===== config.mk =====
export PLATFORM = sky130hd
export DESIGN_NAME = cntr_mod_updown
export DESIGN_NICKNAME = d
export VERILOG_FILES = /design/src/rtl/cntr_pkg.sv /design/src/rtl/cntr_tc_detect.sv /design/src/rtl/cntr_mod_updown.sv
export SDC_FILE = /design/constraint.sdc
export NUM_CORES = 1
export LEC_CHECK = 0
export BUFFER_PORTS_ARGS = -buffer_cell sky130_fd_sc_hd__buf_4
export CAP_MARGIN = 40
export CORE_UTILIZATION = 30
export CTS_CLUSTER_DIAMETER = 150
export CTS_CLUSTER_SIZE = 14
export DETAILED_ROUTE_END_ITERATION = 8
export SETUP_SLACK_MARGIN = 0.05
export SLEW_MARGIN = 30
export SYNTH_ARGS = -nofsm -noshare
export SYNTH_HDL_FRONTEND = slang
export SYNTH_SLANG_ARGS = --single-unit
export TNS_END_PERCENT = 5

===== constraint.sdc =====
create_clock -name clk -period 3.06 [get_ports clk]
set_input_delay 0.612 -clock clk [delete_from_list [all_inputs] [get_ports clk]]
set_output_delay 0.612 -clock clk [all_outputs]
set_load 0.01 [all_outputs]

===== src/rtl/cntr_pkg.sv =====
// Shared types and helpers for the modulo-N up/down counter family.
// Direction and mode enums plus a width-sizing helper for instantiators.
package cntr_pkg;

  typedef enum logic {
    CNT_DOWN = 1'b0,
    CNT_UP   = 1'b1
  } cnt_dir_e;

  typedef enum logic {
    MODE_WRAP = 1'b0,
    MODE_HALT = 1'b1
  } cnt_mode_e;

  // Bits needed to hold 0..mod-1, never less than one.
  function automatic int cntr_width(int mod);
    int w;
    w = $clog2(mod);
    return (w < 1) ? 1 : w;
  endfunction

endpackage


===== src/rtl/cntr_tc_detect.sv =====
// Terminal-count detector: top of range counting up, zero counting down.
// Purely combinational; compares against constants only.
module cntr_tc_detect
  import cntr_pkg::*;
#(
  parameter int WIDTH = 4,
  parameter int MOD   = 16
) (
  input  logic [WIDTH-1:0] cnt,
  input  logic             up,
  output logic             tc
);

  localparam logic [WIDTH-1:0] MAXV = WIDTH'(MOD - 1);

  cnt_dir_e dir;

  assign dir = cnt_dir_e'(up);

  always_comb begin
    tc = 1'b0;
    unique case (dir)
      CNT_UP:   tc = (cnt == MAXV);
      CNT_DOWN: tc = (cnt == '0);
      default:  tc = 1'b0;
    endcase
  end

endmodule


===== src/rtl/cntr_mod_updown.sv =====
// Parametrised modulo-N up/down counter with load, clear, enable,
// cascade carry and optional halt-at-terminal-count.
module cntr_mod_updown
  import cntr_pkg::*;
#(
  parameter int WIDTH = 4,
  parameter int MOD   = 16
) (
  input  logic             clk,
  input  logic             rst_async,
  input  logic             clr,
  input  logic             load,
  input  logic [WIDTH-1:0] load_val,
  input  logic             cnt_en,
  input  logic             up,
  input  logic             halt_at_tc,
  output logic [WIDTH-1:0] cnt,
  output logic             carry,
  output logic             done,
  output logic             load_err
);

  if (WIDTH < 1 || MOD < 2 ||
      longint'(MOD) > (longint'(1) << WIDTH)) begin : g_bad_mod
    $error("cntr_mod_updown: MOD must be in 2..2**WIDTH");
  end

  localparam logic [WIDTH-1:0] MAXV  = WIDTH'(MOD - 1);
  localparam logic [WIDTH:0]   MOD_W = (WIDTH + 1)'(MOD);
  localparam logic [WIDTH-1:0] ONE   = WIDTH'(1);

  logic [WIDTH-1:0] cnt_q, cnt_d;
  logic             done_q, done_d;
  logic             err_q, err_d;
  logic             tc;
  logic             in_range;
  cnt_dir_e         dir;
  cnt_mode_e        mode;

  assign dir  = cnt_dir_e'(up);
  assign mode = cnt_mode_e'(halt_at_tc);

  cntr_tc_detect #(
    .WIDTH (WIDTH),
    .MOD   (MOD)
  ) u_tc (
    .cnt (cnt_q),
    .up  (up),
    .tc  (tc)
  );

  assign in_range = ({1'b0, load_val} < MOD_W);

  always_comb begin
    cnt_d  = cnt_q;
    done_d = done_q;
    err_d  = 1'b0;
    if (clr) begin
      cnt_d  = '0;
      done_d = 1'b0;
    end else if (load) begin
      cnt_d  = in_range ? load_val : MAXV;
      err_d  = ~in_range;
      done_d = 1'b0;
    end else if (cnt_en && !done_q) begin
      if (!tc) begin
        cnt_d = (dir == CNT_UP) ? cnt_q + ONE : cnt_q - ONE;
      end else if (mode == MODE_HALT) begin
        done_d = 1'b1;
      end else begin
        // Explicit wrap keeps non-power-of-two moduli in range.
        cnt_d = (dir == CNT_UP) ? '0 : MAXV;
      end
    end
  end

  always_ff @(posedge clk or posedge rst_async) begin
    if (rst_async) begin
      cnt_q  <= '0;
      done_q <= 1'b0;
      err_q  <= 1'b0;
    end else begin
      cnt_q  <= cnt_d;
      done_q <= done_d;
      err_q  <= err_d;
    end
  end

  assign cnt      = cnt_q;
  assign done     = done_q;
  assign load_err = err_q;
  assign carry    = cnt_en & tc & ~done_q;

endmodule


==> results.yml, run 1 <==
outcome:
  status: "finished, final reports clean"
setup_path:
  setup.worst_path.class: "reg -> out"
  crit_arrival_ns: 1.73
  crit_path_end_kind: "output port"
  start_kind: "flop"
  crit_required_ns: 2.45
  critPathMaxFanout: 7
drt:
  drtIter0Drc: 13
  drt_wl_total_um: 1130
  ant_nets: 0
  first_pass_iters: 4
  wl_per_cell_um: 12.9
  drt-vias-per-instance: 5.53
  drc_errors: 0
  num_vias: 487
power:
  p_sw_w: 0.0000837
  clock_power_share_pct: 31.8
  seqPwrFrac_pct: 34.2
  vdd_ir_drop_max_mv: 0.167
  power_density_nw_per_um2: 393
  pwr-share-comb_pct: 34.0
  p_sw_share_pct: 33.7
  p_leak_nw: 0.296
  internal_power_w: 0.000165
clock_network:
  postCtsSetupBuffers: 0
  cts-root-buf: "clkbuf_4"
  path_clk_slew_ns: 0.04
  cts_resized: 0
  h-tree-depth: 1
  cts_buffers: 3
  cts_sinks: 5
  clk_latency_ns: 0.25
  hold_buffers: 0
  cts_buffer_depth: 2
  tritoncts: "yes"
synthesis:
  avgSynthCellArea_um2: 8.78
  synth-seq-cells: 5
  synth_top_area_cell: "dfrtp_1"
  syn_nets: 68
  synth_top_area_share_pct: 26.4
  ys_types: 31
  synthTopCellsByArea: "dfrtp_1, ha_1, o211ai_1"
  yosysSeqAreaShare_pct: 26.4
  syn_area_um2: 474
  synthCells: 54
  yosysWarnings: 0
die:
  dieArea_um2: 1740
  io_pins: 18
  core_region_area_um2: 1380
  rows: 13
  floorplan.die.width_um: 41.8
  start_util_pct: 34.3
  die_h_um: 41.8
sta:
  max_freq_ghz: 0.428
  rsz0062_at_grt: "false"
  final.min_clock_period_ns: 2.34
  tns_ns: 0
  skew_ns: 0.00134
  hold_violations: 0
  drv_slew: 0
  fin_crit_sh_pct: 76.4
  setup_viol: 0
cells_and_area:
  n_antenna_cell: 0
  final_area_um2: 632
  fill_cells: 139
  nNetsFinal: 88
  areaGrowthSynthToFinish_pct: 33.2
  multiInputGateArea_um2: 323
  fin_util_pct: 45.7
  ff_latch_area_um2: 125
  layout-drive-gt1-share_pct: 34.2
global_route:
  grt_usage_pct: 14.5
  grt_pass1_vias: 446
  grt_pass1_wl_um: 1890
  overflow: 0
  grt_max_degree: 11
  antenna_found_initial: 0
job:
  drv_cap: 0
place:
  place_area_um2: 606
  hpwl_um: 910
  io_buffers: 16
  gp_congestion: 0.760
hold_path:
  worstHoldPathType: "in -> async"
[routing by layer]
metal  GRT usage [%]  share of wire [%]  vias up  wire (um)
li1                -                  -      238          -
met1            18.8                 49      227        551
met2            20.9                 43       19        483
met3            3.48                6.0        3         68
met4            9.68                2.6        0         29
met5               0                  0        -          0
[state kept, by name (all words and copies together) (netlist names)]
signal,count
done,1
cnt,4
[logic make-up (layout without fill, tap and decap cells)]
logic type / Yosys count / in the layout / share of synthesized area [%]
compound gates: 21 / 21 / 31.7
xor+xnor: 1 / 1 / 1.85
fa+ha+maj: 3 / 3 / 9.50
buf+inv: 6 / 25 / 5.54
flops: 5 / 5 / 26.4
mux: 1 / 1 / 2.11
other cells: 1 / 1 / 0.791
simple gates: 16 / 16 / 22.2
[worst paths after layout]
kind	start	end	slack (ns)	depth (start not counted)
min	rst_async	done$_DFFE_PP0P_	0.27	2
max	cnt[0]$_DFFE_PP0P_	carry	0.72	4
max reg2reg	cnt[0]$_DFFE_PP0P_	cnt[0]$_DFFE_PP0P_	1.24	4
min in group clk	done$_DFFE_PP0P_	done$_DFFE_PP0P_	0.52	1
min reg2reg	done$_DFFE_PP0P_	done$_DFFE_PP0P_	0.52	1
max in group asynchronous	rst_async	cnt[3]$_DFFE_PP0P_	2.61	2
[metrics by stage]
step	hold WS (ns)	worst slack, ns	power [W]	std cells
finish	0.271	0.723	0.000248	88
detailed placement	0.514	0.796	0.000170	84
CTS	0.271	0.710	0.000252	88
global placement	0.510	0.802	0.000170	84
global route	0.279	0.661	0.000271	88
floorplan	0.391	1.00	0.000135	54
[cell type report]
type	count	area share [%]
multi-input combinational	43	51.1
sequential	5	19.8
timing repair buffer	16	19.0
clock buffer	4	4.16
inverter	5	2.97
tap	15	2.97
[critical path: stages, from the launching register on]
cell and delay [ns]:
dfrtp_1 0.45, or4_4 0.58, nand2b_1 0.18, a21oi_1 0.13, buf_4 0.14
[cell usage in the layout, fill, tap and decap left out, drive strengths merged]
master / instances
ha: 2
o41ai: 1
and2: 2
dfrtp: 5
conb: 1
xor2: 1
nand2b: 2
o21a: 2
a41o: 1
nand2: 2
a22o: 1
nand3: 2
or2: 1
inv: 5
o21ai: 4
nand4: 1
o211ai: 3
or3: 1
fa: 1
and3: 1
a21oi: 4
nor2: 2
buf: 16
nor3b: 1
clkbuf: 4
a31oi: 2
mux2i: 1
or4: 1
o31ai: 2
a311oi: 1
[cells in the mapped netlist]
cell      instances
a31oi_1           2
o21a_2            1
buf_4             1
nand3_1           2
o21a_1            1
a22o_1            1
nand2_1           2
inv_1             5
a41o_2            1
and2_1            2
mux2i_1           1
o211ai_1          3
dfrtp_1           5
or2_2             1
and3_1            1
or3_1             1
ha_1              2
conb_1            1
nand4_1           1
or4_4             1
xor2_1            1
o21ai_1           1
o21ai_0           3
nand2b_1          2
a311oi_2          1
nor2_1            2
o31ai_1           2
fa_1              1
o41ai_1           1
a21oi_1           4
nor3b_4           1
[power by group through the flow]
stage / Sequential (W) / Combinational (W) / Clock (W)
after floorplan: 0.0000857 / 0.0000497 / 0
after global placement: 0.0000857 / 0.0000838 / 0
after detailed placement: 0.0000858 / 0.0000844 / 0
after CTS: 0.0000849 / 0.0000853 / 0.0000820
after global routing: 0.0000862 / 0.0000944 / 0.0000902
final: 0.0000848 / 0.0000845 / 0.0000789
No activity file was read; power rests on OpenSTA's default activity.
==> inputs of run 2 (changes only) <==
- clock period: 3.06 -> 2 ns (I/O delays scaled with it)
==> run 2 against run 1 <==
  * Core utilization rose by 3.5 points
  * Wire length fell by 0.44%
  * Flip-flop and latch count stayed put
  * Critical path depth is the same
  * Clock skew fell by 0.00065 ns
  * Combinational power increased by 93%
  * Die area did not move
  * Largest power group is now combinational cells
==> results.yml, run 2 (synthesized netlist as in run 1, its figures left out) <==
setup_path:
  reg2regPathDepth: 5
  rr_startpoint: "cnt[2]$_DFFE_PP0P_"
  crit_arrival_ns: 1.52
  critPathMaxFanout: 2
  reg2reg_slack_ns: 0.20
  crit_path_end_kind: "output port"
  crit_required_ns: 1.60
  setup.worst_path.class: "reg -> out"
  slowest_stage: "or4_4"
  slowest_delay_ns: 0.51
  worstPathCellList: "or4_4 > nand2b_4 > a21oi_2 > buf_4"
  r2r_end: "cnt[0]$_DFFE_PP0P_"
  cp-startpoint: "cnt[2]$_DFFE_PP0P_"
  crit_path_end: "carry"
  start_kind: "flop"
drt:
  drt-vias-per-instance: 5.31
  wl_per_cell_um: 12.1
  drtIter0Drc: 3
  num_vias: 494
  first_pass_iters: 4
  drt_wl_total_um: 1130
  drc_errors: 0
  ant_nets: 0
cells_and_area:
  layout-drive-gt1-share_pct: 41.0
  largest_register_ffs: 4
  final_cell_mix: "buf_4, inv_1, dfrtp_1"
  mostFrequentLayoutCell: "buf_4"
  areaGrowthSynthToFinish_pct: 43.5
  nNetsFinal: 93
  n_antenna_cell: 0
  fill_cells: 137
sta:
  final.min_clock_period_ns: 1.92
  setup_viol: 0
  hold_violations: 0
  fin_crit_sh_pct: 95.8
  drv_slew: 0
  final.setup.worst_slack_ns: 0.0833
  tns_ns: 0
  skew_ns: 0.000690
  rsz0062_at_grt: "true"
  max_freq_ghz: 0.522
clock_network:
  cts_buffer_depth: 2
  path_clk_slew_ns: 0.04
  cts_sinks: 5
  cts_buffers: 3
  hold_buffers: 0
  h-tree-depth: 1
  cts-root-buf: "clkbuf_4"
  clk_latency_ns: 0.24
  tritoncts: "yes"
outcome:
  status: "finished, final reports clean"
global_route:
  antenna_found_initial: 0
  grt_pass1_wl_um: 2020
  grt_max_degree: 8
  overflow: 0
  grt_usage_pct: 14.8
  grt_pass1_vias: 475
die:
  dieArea_um2: 1740
  start_util_pct: 34.3
  core_region_area_um2: 1380
  io_pins: 18
  floorplan.die.width_um: 41.8
  rows: 13
  die_h_um: 41.8
job:
  drv_cap: 0
place:
  io_buffers: 16
  dpl_worst_slack_ns: 0.149
  gp_congestion: 0.793
  hpwl_um: 927
power:
  finalPower_w: 0.000393
  power_density_nw_per_um2: 578
  p_leak_nw: 0.329
  vdd_ir_drop_max_mv: 0.336
hold_path:
  worstHoldPathType: "in -> async"
==> run 2: through the flow <==
step | std cells | area [um^2] | hold WS, ns | util, %
final | 93 | 681 | 0.0689 | 49.2
after global routing | 93 | 681 | 0.0766 | 49.2
after CTS | 93 | 681 | 0.0649 | 49.2
after detailed placement | 87 | 628 | 0.322 | 45.4
after global placement | 87 | 628 | 0.324 | 45.4
after floorplan | 54 | 474 | 0.179 | -
==> run 2: worst min path at each step <==
stage	start	to	slack, ns	cells past startpoint
global route	rst_async	done$_DFFE_PP0P_	0.08	2
CTS	rst_async	cnt[3]$_DFFE_PP0P_	0.06	2
global placement	rst_async	cnt[0]$_DFFE_PP0P_	0.32	2
detailed placement	rst_async	cnt[3]$_DFFE_PP0P_	0.32	2
floorplan	rst_async	cnt[0]$_DFFE_PP0P_	0.18	1
finish	rst_async	done$_DFFE_PP0P_	0.07	2
==> run 2: worst max-delay path: cells and delay by family, from the launching register on <==
| family | cells | cell delay [ns] |
|---|---|---|
| AO/OA/AOI/OAI | 1 | 0.11 |
| buffers and inverters | 1 | 0.13 |
| flip-flops | 1 | 0.37 |
| AND/OR/NAND/NOR | 2 | 0.67 |
==> run 2: power breakdown <==
| group | total (W) | switching (W) | internal (W) |
|---|---|---|---|
| registers | 0.000118 | 0.00000651 | 0.000111 |
| clock network | 0.000112 | 0.0000372 | 0.0000752 |
| logic | 0.000163 | 0.0000810 | 0.0000823 |
==> run 2: cell type report <==
| class | instances | area (um^2) | share of cell area, % |
|---|---|---|---|
| flip-flops and latches | 5 | 125 | 18.4 |
| well taps | 15 | 18.8 | 2.76 |
| repair buffers | 21 | 158 | 23.2 |
| multi-input cells | 43 | 334 | 49.1 |
| clock buffers | 4 | 26.3 | 3.86 |
| inverters | 5 | 18.8 | 2.76 |
==> run 2: repair_timing <==
item                       4_1_cts  5_1_grt
setup endpoints to repair        1        1
pin swaps                        2        2
setup buffers                    2        0
resized for setup                2        0
cloned                           0        0
==> run 2: layer usage <==
layer  up-vias  routed length (um)  GRT usage (%)
li1        253                   -              -
met1       227                 517           19.9
met2        14                 543           22.8
met3         0                  65           2.17
met4         0                   0           7.74
met5         -                   0              0
